==> src/rtl/pong_game_engine.sv <==
// pong_game_engine
// Pong core: holds both paddles, the ball, the two scores and the
// serve/play/game-over sequencing, and renders everything into a
// registered 8-bit pixel stream driven by the display counters.
//
// Ports:
//   clk                       pixel clock
//   rst_n                     asynchronous active-low reset
//   start                     level, starts a game from IDLE or GAME_OVER
//   move_up/down_p0, _p1      player controls, left (p0) and right (p1)
//   select_l/r_player         1 = paddle player-driven, 0 = tracker-driven
//   col_counter, row_counter  current pixel position
//   rgb                       pixel colour, one cycle after the counters
//   score_l, score_r          scores, saturate at WIN_SCORE
//   game_over                 high while in GAME_OVER
//
// Optional feature: define CENTER_NET_EN to draw a dashed centre net.
//
// state     | meaning
// IDLE      | waiting for start, ball held at centre
// SERVE     | ball held at centre for SERVE_FRAMES ticks
// PLAY      | ball in motion, bounces, hits and misses
// POINT     | one tick after a miss, ball recentred
// GAME_OVER | a side reached WIN_SCORE, ball hidden, scores frozen
module pong_game_engine #(
    parameter int          DISP_COLS           = 800,
    parameter int          DISP_ROWS           = 600,
    parameter int          PADDLE_HEIGHT       = 40,
    parameter int          PADDLE_WIDTH        = 10,
    parameter int          BALL_SIZE           = 8,
    parameter int          PADDLE_SPEED        = 4,
    parameter int          BALL_SPEED          = 2,
    parameter int          WIN_SCORE           = 7,
    parameter int          SERVE_FRAMES        = 60,
    parameter int          L_PADDLE_CENTER_COL = 55,
    parameter int          R_PADDLE_CENTER_COL = DISP_COLS - 55,
    parameter logic [7:0]  OBJ_COLOR           = 8'hFF,
    localparam int         SW                  = $clog2(WIN_SCORE + 1)
) (
    input  logic          clk,
    input  logic          rst_n,
    input  logic          start,
    input  logic          move_up_p0,
    input  logic          move_down_p0,
    input  logic          move_up_p1,
    input  logic          move_down_p1,
    input  logic          select_l_player,
    input  logic          select_r_player,
    input  logic [11:0]   col_counter,
    input  logic [11:0]   row_counter,
    output logic [7:0]    rgb,
    output logic [SW-1:0] score_l,
    output logic [SW-1:0] score_r,
    output logic          game_over
);

    typedef enum logic [2:0] {
        IDLE, SERVE, PLAY, POINT, GAME_OVER
    } state_t;

    localparam int CW = $clog2(SERVE_FRAMES + 1);

    localparam logic signed [12:0] PAD_MIN  = 13'(PADDLE_HEIGHT / 2);
    localparam logic signed [12:0] PAD_MAX  = 13'(DISP_ROWS - 1 - PADDLE_HEIGHT / 2);
    localparam logic signed [12:0] PSPD     = 13'(PADDLE_SPEED);
    localparam logic signed [12:0] BSPD     = 13'(BALL_SPEED);
    localparam logic signed [12:0] HPH      = 13'(PADDLE_HEIGHT / 2);
    localparam logic signed [12:0] HPW      = 13'(PADDLE_WIDTH / 2);
    localparam logic signed [12:0] HB       = 13'(BALL_SIZE / 2);
    localparam logic signed [12:0] L_COL    = 13'(L_PADDLE_CENTER_COL);
    localparam logic signed [12:0] R_COL    = 13'(R_PADDLE_CENTER_COL);
    localparam logic signed [12:0] ROW_LAST = 13'(DISP_ROWS - 1);
    localparam logic signed [12:0] COL_LAST = 13'(DISP_COLS - 1);
    localparam logic signed [12:0] ONE      = 13'sd1;
    localparam logic [11:0]        COL_MID  = 12'(DISP_COLS / 2);
    localparam logic [11:0]        ROW_MID  = 12'(DISP_ROWS / 2);
    localparam logic [11:0]        BSTEP    = 12'(BALL_SPEED);
    localparam logic [SW-1:0]      WIN      = SW'(WIN_SCORE);
    localparam logic [CW-1:0]      SERVE_LAST = CW'(SERVE_FRAMES - 1);

    function automatic logic signed [12:0] s13(input logic [11:0] v);
        return signed'({1'b0, v});
    endfunction

    // Signed 13-bit so the clamp sees negative/overflowing results before truncation.
    function automatic logic [11:0] paddle_next(input logic [11:0] c, input logic player,
                                                input logic up, input logic dn,
                                                input logic [11:0] ball_row);
        logic signed [12:0] cs;
        logic signed [12:0] bs;
        logic signed [12:0] n;
        cs = s13(c);
        bs = s13(ball_row);
        n  = cs;
        if (player) begin
            if (up && !dn)      n = cs - PSPD;
            else if (dn && !up) n = cs + PSPD;
        end else begin
            if (bs > cs + PSPD)      n = cs + PSPD;
            else if (bs < cs - PSPD) n = cs - PSPD;
        end
        if (n < PAD_MIN)      n = PAD_MIN;
        else if (n > PAD_MAX) n = PAD_MAX;
        return n[11:0];
    endfunction

    function automatic logic in_box(input logic signed [12:0] px, py, cx, cy, hw, hh);
        return (px >= cx - hw) && (px <= cx + hw - ONE) &&
               (py >= cy - hh) && (py <= cy + hh - ONE);
    endfunction

    state_t          state_q, state_d;
    logic            tick_q;
    logic [11:0]     lpad_q, lpad_d, rpad_q, rpad_d;
    logic [11:0]     ball_x_q, ball_x_d, ball_y_q, ball_y_d;
    logic            dx_q, dx_d, dy_q, dy_d;      // 1 = positive direction
    logic            serve_dir_q, serve_dir_d;    // 1 = next serve goes right
    logic [SW-1:0]   score_l_q, score_l_d, score_r_q, score_r_d;
    logic [CW-1:0]   serve_cnt_q, serve_cnt_d;
    logic [7:0]      rgb_q, rgb_d;

    // Ball edges and collision terms for the current tick.
    logic signed [12:0] b_top, b_bot, b_left, b_right;
    logic               wall, hit_l, hit_r, dx_n, dy_n, miss_l, miss_r;

    assign b_top   = s13(ball_y_q) - HB;
    assign b_bot   = s13(ball_y_q) + HB - ONE;
    assign b_left  = s13(ball_x_q) - HB;
    assign b_right = s13(ball_x_q) + HB - ONE;

    assign wall  = (!dy_q && (b_top <= BSPD)) || (dy_q && (b_bot >= ROW_LAST - BSPD));
    assign hit_l = !dx_q && (b_left >= L_COL - HPW) && (b_left <= L_COL + HPW - ONE + BSPD)
                   && (b_top <= s13(lpad_q) + HPH - ONE) && (b_bot >= s13(lpad_q) - HPH);
    assign hit_r = dx_q && (b_right <= R_COL + HPW - ONE) && (b_right >= R_COL - HPW - BSPD)
                   && (b_top <= s13(rpad_q) + HPH - ONE) && (b_bot >= s13(rpad_q) - HPH);
    assign dy_n   = wall ? !dy_q : dy_q;
    assign dx_n   = hit_l ? 1'b1 : (hit_r ? 1'b0 : dx_q);
    // Miss uses the post-hit direction so a returned ball is not also scored.
    assign miss_l = !dx_n && (b_left <= BSPD);
    assign miss_r = dx_n && (b_right >= COL_LAST - BSPD);

    always_comb begin
        state_d     = state_q;
        lpad_d      = lpad_q;
        rpad_d      = rpad_q;
        ball_x_d    = ball_x_q;
        ball_y_d    = ball_y_q;
        dx_d        = dx_q;
        dy_d        = dy_q;
        serve_dir_d = serve_dir_q;
        score_l_d   = score_l_q;
        score_r_d   = score_r_q;
        serve_cnt_d = serve_cnt_q;
        if (tick_q) begin
            lpad_d = paddle_next(lpad_q, select_l_player, move_up_p0, move_down_p0, ball_y_q);
            rpad_d = paddle_next(rpad_q, select_r_player, move_up_p1, move_down_p1, ball_y_q);
            unique case (state_q)
                IDLE: begin
                    ball_x_d = COL_MID;
                    ball_y_d = ROW_MID;
                    if (start) begin
                        serve_cnt_d = '0;
                        state_d     = SERVE;
                    end
                end
                SERVE: begin
                    ball_x_d    = COL_MID;
                    ball_y_d    = ROW_MID;
                    dx_d        = serve_dir_q;
                    serve_cnt_d = serve_cnt_q + 1'b1;
                    if (serve_cnt_q == SERVE_LAST) state_d = PLAY;
                end
                PLAY: begin
                    dx_d = dx_n;
                    dy_d = dy_n;
                    if (miss_l) begin
                        if (score_r_q < WIN) score_r_d = score_r_q + 1'b1;
                        serve_dir_d = 1'b0;
                        state_d     = POINT;
                    end else if (miss_r) begin
                        if (score_l_q < WIN) score_l_d = score_l_q + 1'b1;
                        serve_dir_d = 1'b1;
                        state_d     = POINT;
                    end else begin
                        ball_x_d = dx_n ? ball_x_q + BSTEP : ball_x_q - BSTEP;
                        ball_y_d = dy_n ? ball_y_q + BSTEP : ball_y_q - BSTEP;
                    end
                end
                POINT: begin
                    ball_x_d    = COL_MID;
                    ball_y_d    = ROW_MID;
                    serve_cnt_d = '0;
                    state_d     = ((score_l_q == WIN) || (score_r_q == WIN)) ? GAME_OVER : SERVE;
                end
                GAME_OVER: begin
                    if (start) begin
                        score_l_d   = '0;
                        score_r_d   = '0;
                        serve_cnt_d = '0;
                        state_d     = SERVE;
                    end
                end
                default: state_d = IDLE;
            endcase
        end
    end

    logic pix_obj, pix_net;

    assign pix_obj = in_box(s13(col_counter), s13(row_counter), L_COL, s13(lpad_q), HPW, HPH)
                  || in_box(s13(col_counter), s13(row_counter), R_COL, s13(rpad_q), HPW, HPH)
                  || ((state_q != GAME_OVER) &&
                      in_box(s13(col_counter), s13(row_counter), s13(ball_x_q), s13(ball_y_q), HB, HB));
`ifdef CENTER_NET_EN
    assign pix_net = ((col_counter == COL_MID - 12'd1) || (col_counter == COL_MID)) && !row_counter[4];
`else
    assign pix_net = 1'b0;
`endif
    assign rgb_d = (pix_obj || pix_net) ? OBJ_COLOR : 8'h00;

    always_ff @(posedge clk or negedge rst_n) begin
        if (!rst_n) begin
            state_q     <= IDLE;
            tick_q      <= 1'b0;
            lpad_q      <= ROW_MID;
            rpad_q      <= ROW_MID;
            ball_x_q    <= COL_MID;
            ball_y_q    <= ROW_MID;
            dx_q        <= 1'b1;
            dy_q        <= 1'b1;
            serve_dir_q <= 1'b1;
            score_l_q   <= '0;
            score_r_q   <= '0;
            serve_cnt_q <= '0;
            rgb_q       <= 8'h00;
        end else begin
            state_q     <= state_d;
            tick_q      <= (col_counter == 12'(DISP_COLS - 1)) && (row_counter == 12'(DISP_ROWS - 1));
            lpad_q      <= lpad_d;
            rpad_q      <= rpad_d;
            ball_x_q    <= ball_x_d;
            ball_y_q    <= ball_y_d;
            dx_q        <= dx_d;
            dy_q        <= dy_d;
            serve_dir_q <= serve_dir_d;
            score_l_q   <= score_l_d;
            score_r_q   <= score_r_d;
            serve_cnt_q <= serve_cnt_d;
            rgb_q       <= rgb_d;
        end
    end

    assign rgb       = rgb_q;
    assign score_l   = score_l_q;
    assign score_r   = score_r_q;
    assign game_over = (state_q == GAME_OVER);

endmodule

==> config.mk <==
export PLATFORM = sky130hd
export DESIGN_NAME = pong_game_engine
export DESIGN_NICKNAME = d
export VERILOG_FILES = /design/src/rtl/pong_game_engine.sv
export SDC_FILE = /design/constraint.sdc
export NUM_CORES = 1
export LEC_CHECK = 0
export ABC_AREA = 0
export CORE_MARGIN = 2
export CORE_UTILIZATION = 55
export CTS_CLUSTER_DIAMETER = 50
export DETAILED_ROUTE_END_ITERATION = 8
export PLACE_DENSITY = 0.84
export SLEW_MARGIN = 15
export SYNTH_ARGS = -nofsm -noshare
export SYNTH_HDL_FRONTEND = slang
export SYNTH_SLANG_ARGS = --single-unit
export TNS_END_PERCENT = 50
==> constraint.sdc <==
create_clock -name clk -period 5.4 [get_ports clk]
set_input_delay 0.81 -clock clk [delete_from_list [all_inputs] [get_ports clk]]
set_output_delay 0.81 -clock clk [all_outputs]
set_load 0.02 [all_outputs]
; Word level (Yosys, flattened, before mapping)
; Cells that the tools add are included.
; W data, S select, Z words.
[totals]
reg_bits = 75
output_inout_bits = 15
input_bits = 33
wordCells = 191
[classes]
add_sub_neg = 23
magnitude_cmp = 34
mux = 47
n_eq_ne = 20
reduce_logical = 54
[op_table]
columns = cell, n
row1 = $mux W13, 12
row2 = $mux W12, 10
row3 = $ge A13 B13 Y1, 6
row4 = $le A13 B13 Y1, 6
row5 = $add A12 B3 Y13 const B, 4
row6 = $sub A12 B3 Y13 const B, 4
row7 = $sub A13 B2 Y13 const B, 4
row8 = $pmux W12 S2, 2
row9 = $ge A13 B11 Y1 const B, 3
row10 = $mux W3, 11
row11 = $logic_and A1 B1 Y1, 27
row12 = $add A12 B5 Y13 const B, 2
row13 = $gt A13 B11 Y1 const B, 2
row14 = $gt A13 B13 Y1, 2
row15 = $le A13 B3 Y1 const B, 2
row16 = $lt A13 B13 Y1, 2
row17 = $lt A13 B6 Y1 const B, 2
row18 = $sub A12 B5 Y13 const B, 2
row19 = $add A12 B2 Y12 const B, 2
row20 = $eq A12 B10 Y1 const B, 2
row21 = $sub A12 B2 Y12 const B, 2
row22 = $pmux W6 S3, 1
row23 = $ne A2 B2 Y1 const B, 8
row24 = $ge A13 B7 Y1 const B, 1
row25 = other kinds (33), 59

; Depth between registers and ports, before layout
[logic_depth]
depth_word = 13
ltp_mapped = 27
depth_no_buf = 27

; Worst setup path after synthesis
; No wires, ideal clock.
[synth_path]
path_kind = register to register
from = reg ball_y_q[7]
to = reg ball_x_q[10]
arrival_time_ns = 5.168
path_buffers = 1
setup_time_ns = 0.125
required_ns = 5.275
path_stages_with_launch = 25
slack_ns = 0.107
synth_period_minus_slack_ns = 5.293
path_cell_list = dfrtp_1 -> buf_2 -> or4_1 -> or3_4 -> xnor2_4 -> ha_1 -> and2_1 -> nand4_1 -> or3_1 -> a41oi_1 -> o211ai_1 -> a31oi_1 -> o211ai_4 -> inv_1 -> ha_1 -> a21o_1 -> a21oi_1 -> o21bai_1 -> a21oi_1 -> o21bai_1 -> a21oi_1 -> o21ai_0 -> xnor2_1 -> nor2_1 -> mux2_4
[synth_via]
elab_chain_len = 10
elab_cells_between_ends = 23
cone_classes = add/sub: 3 / order compare: 4 / eq/ne: 2 / mux: 6 / reduce/logical: 8
[synth_rtl]
columns = item, line
row1 = start: declaration, 115  ; logic [11:0] ball_x_q, ball_x_d, ball_y_q, ball_y_d;
row2 = start signal: assignment, 242  ; ball_y_q <= ball_y_d;
row3 = $add A12 B3 Y13 / $sub A12 B3 Y13 (equally long branches), "127, 126"
row4 = $sub A13 B2 Y13 / $le A13 B13 Y1 (equally long branches), "127, 135"
row5 = $ge A13 B13 Y1 / $logic_and A1 B1 Y1 (equally long branches), 135  ; && (b_top <= s13(rpad_q) + HPH - ONE) && (b_bot >= s13(rpad_q) - HPH);
row6 = $logic_and A1 B1 Y1, 135
row7 = $mux W1, 137  ; assign dx_n = hit_l ? 1'b1 : (hit_r ? 1'b0 : dx_q);
row8 = $mux W1 *, 137
row9 = $mux W12 / $logic_not A1 Y1 (equally long branches), "185, 139"
row10 = $mux W12 / $logic_and A1 B1 Y1 (equally long branches), "180, 139"
row11 = $mux W12 / $ne A2 B2 Y1 (equally long branches), n/a
row12 = $pmux W12 S2 / $reduce_and A4 Y1 (equally long branches), n/a
row13 = end signal: assignment, 241  ; ball_x_q <= ball_x_d;
row14 = end: declaration, 115
; Mark *: on every way between the ends. The rest lies on a longest branch, timed or not. The select of a mux whose other input is x is not followed.
; A chain may end at the register's enable or synchronous reset.

; Worst setup path in the final report
[layout_path]
from = reg ball_y_q[2]
to = reg ball_x_q[11]
; The elaborated chain is that of the path after synthesis.

==> qor.yml <==
antenna_found_initial: 3
synth_most_common_cell: "ha_1"
viasPerCell: 6.72
syn_nets: 1773
holdPathEnd: "serve_dir_q"
status: "complete, no violations"
netlist.top_cell.by_area: "ha_1"
drc_errors: 0
avgSynthCellArea_um2: 7.86
ys_types: 93
place_inst: 1852
post_cts_hold_buffer_count: 0
drive_above_1_share_pct: 11.6
initialDrtViolationCount: 1183
ys.flop_type: "dfrtp_1"
met3_usage_pct: 10.5
worst_slew_pin_slew_ns: 1.07
cts_buffers: 9
cts_buffer_depth: 2
firstDrtPassIters: 8
synth.area.top_cells: "ha_1 (22%), dfrtp_1 (9.6%), xnor2_1 (7.6%)"
busiest_layer: "met2"
drt_wl_total_um: 40500
synth_edf_count: 0
async_flop_share_pct: 100
grtUsageTotal_pct: 35.6
multiInputGateArea_mm2: 0.00981
path_class: "flop to flop"
r2r_end: "ball_x_q[11]"
use_met2_pct: 56.0
ys_seq_area_share_pct: 13.5
path_max_fanout: 8
drv_slew: 0
grt-ovfl-total: 0
cp-end-kind: "flop"
cp.required_ns: 5.64
crit_path_start_kind: "flop"
min-delay-start: "serve_dir_q"
peakVddDrop_uv: 133
cap_violations: 0
grt_first_pass_wirelength_um: 63600
rows: 54
synthTopCellsByCount: "ha_1 (212), nor2_1 (120), nand2_1 (105)"
period_needed_ns: 5.22
antenna_left: 0
worst-r2r-cell-count: 23
power.density_mw_per_mm2: 113
io_pins: 48
h-tree-depth: 3
dieArea_mm2: 0.0230
synth_area_mm2: 0.0120
die_y_um: 152
cts.clk_slew.worst_paths_ns: 0.06
core_area_mm2: 0.0216
worstHoldPathType: "flop to flop"
r2r_start: "ball_y_q[2]"
vias: 12700
min_path_cells: 2
io_buffers: 47
yosysTopAreaCellShare_pct: 22.1
max_freq_mhz: 192
r2r_slack_ns: 0.18
fin_area_mm2: 0.0136
grt_use_met1_pct: 43.5
arrival_ns: 5.46
cts-root-buf: "clkbuf_16"
fin_cells: 1884
clock-skew-final_ns: 0.0135
setup_viol: 0
syn_inst: 1526
post_drt_wl_per_cell_um: 21.5
fp.dieW_um: 152
hold_viol: 0
initial_core_util_pct: 55.5
worst_hold_slack_ns: 0.545
fin_tns_setup_ns: 0
placed_area_mm2: 0.0131
gp_congestion: 1.03
ys_seq_elements: 64
clock-sinks: 64
finalNetCount: 1844
max_slew_margin_pct: 28.7
period_share_pct: 96.6
dp.final_hpwl_um: 31100
fillers: 1845
leakage_nw: 6.01
clk_latency_ns: 0.36
cts_tree: "built"
syn_to_final_growth_pct: 13.3
yosys_warnings: 0
grt_pass1_vias: 12000
grt_max_degree: 65
layout.area.seq_mm2: 0.00163
## report_power, final
group          internal [mW]  total, mW  leakage (nW)  switching, mW
Combinational          0.151      0.368          5.07          0.217
Sequential             0.484      0.497         0.779         0.0130
Clock                  0.410      0.669         0.161          0.259
Total                   1.05       1.53          6.01          0.489
## cells by family after synthesis
kind of cell	Yosys count	share of synthesized area (%)
AO/OA/AOI/OAI	421	23.9
XOR/XNOR	139	10.3
adder cells (fa/ha/maj)	219	22.9
buffers and inverters	163	5.50
flip-flops	64	13.5
multiplexers	32	3.21
AND/OR/NAND/NOR	488	20.7
## cell usage in the layout, fill, tap and decap left out, drive strengths merged, types with 36 or more instances in the layout
cell type / n
dfrtp: 46
inv: 83
a21o: 36
nor3: 42
nand2: 105
buf: 92
xnor2: 105
ha: 212
a21oi: 92
nand3: 53
o21ai: 78
clkdlybuf4s50: 46
nor2: 120
## worst max-delay path by stage
stage                start           end  slack [ns]  depth (start not counted)
3_5_place_dp     lpad_q[2]     lpad_q[7]        0.05                         22
3_3_place_gp     lpad_q[2]  ball_x_q[10]        0.24                         26
6_report       ball_y_q[2]  ball_x_q[11]        0.18                         23
5_1_grt        ball_y_q[2]  ball_x_q[11]       -0.09                         23
2_1_floorplan  ball_y_q[7]  ball_x_q[10]        0.11                         24
4_1_cts          lpad_q[2]     lpad_q[7]        0.02                         22
## flip-flops by register name (all words and copies together), names as in the netlist, 3 cells and up
register and flops:
ball_x_q 11, state_q 3, rpad_q 11, score_l 3, serve_cnt_q 6, score_r 3, lpad_q 11, ball_y_q 11
## layout make-up
cell class / count / share of cell area, %
Antenna cell: 2 / 0.0368
Clock buffer: 9 / 1.66
Clock inverter: 7 / 0.764
Inverter: 85 / 2.38
Multi-Input combinational cell: 1299 / 72.2
Sequential cell: 64 / 12.0
Tap cell: 280 / 2.58
Timing Repair Buffer: 138 / 8.45
## what timing repair did
item	in CTS	in global routing
endpoints found under the hold margin	0	0
setup buffers	0	14
setup endpoints to repair	0	11
gates resized for setup	0	24
## through the flow
stage	setup slack (ns)	utilization, %	power (mW)
floorplan	0.107	-	0.722
global placement	0.243	60.4	0.846
detailed placement	0.0466	60.4	0.857
CTS	0.0191	61.9	1.53
global route	-0.0850	62.8	1.60
finish	0.183	62.9	1.53
## worst max-delay path, stage by stage, from the launching register on
cell        delay [ns]
dfstp_2           0.63
clkinvlp_4        0.15
ha_2              0.23
nor3b_1           0.15
xnor2_1           0.27
inv_1             0.13
ha_1              0.31
nand4_1           0.12
or3_1             0.40
a41oi_2           0.21
o211ai_1          0.13
a31oi_2           0.23
o211ai_4          0.13
fa_2              0.42
inv_1             0.06
a21oi_1           0.06
o21bai_1          0.22
a21oi_1           0.10
o21bai_1          0.23
a31oi_1           0.15
o21ai_1           0.17
xnor2_1           0.17
o221ai_1          0.15
a32o_1            0.27
## per-layer routing
metal	wire length [um]	vias to the layer above
met2	17800	764
li1	-	5812
met4	2500	2
met1	15800	5869
met3	4470	206
met5	11	-
(Power assumes the default switching activity.)
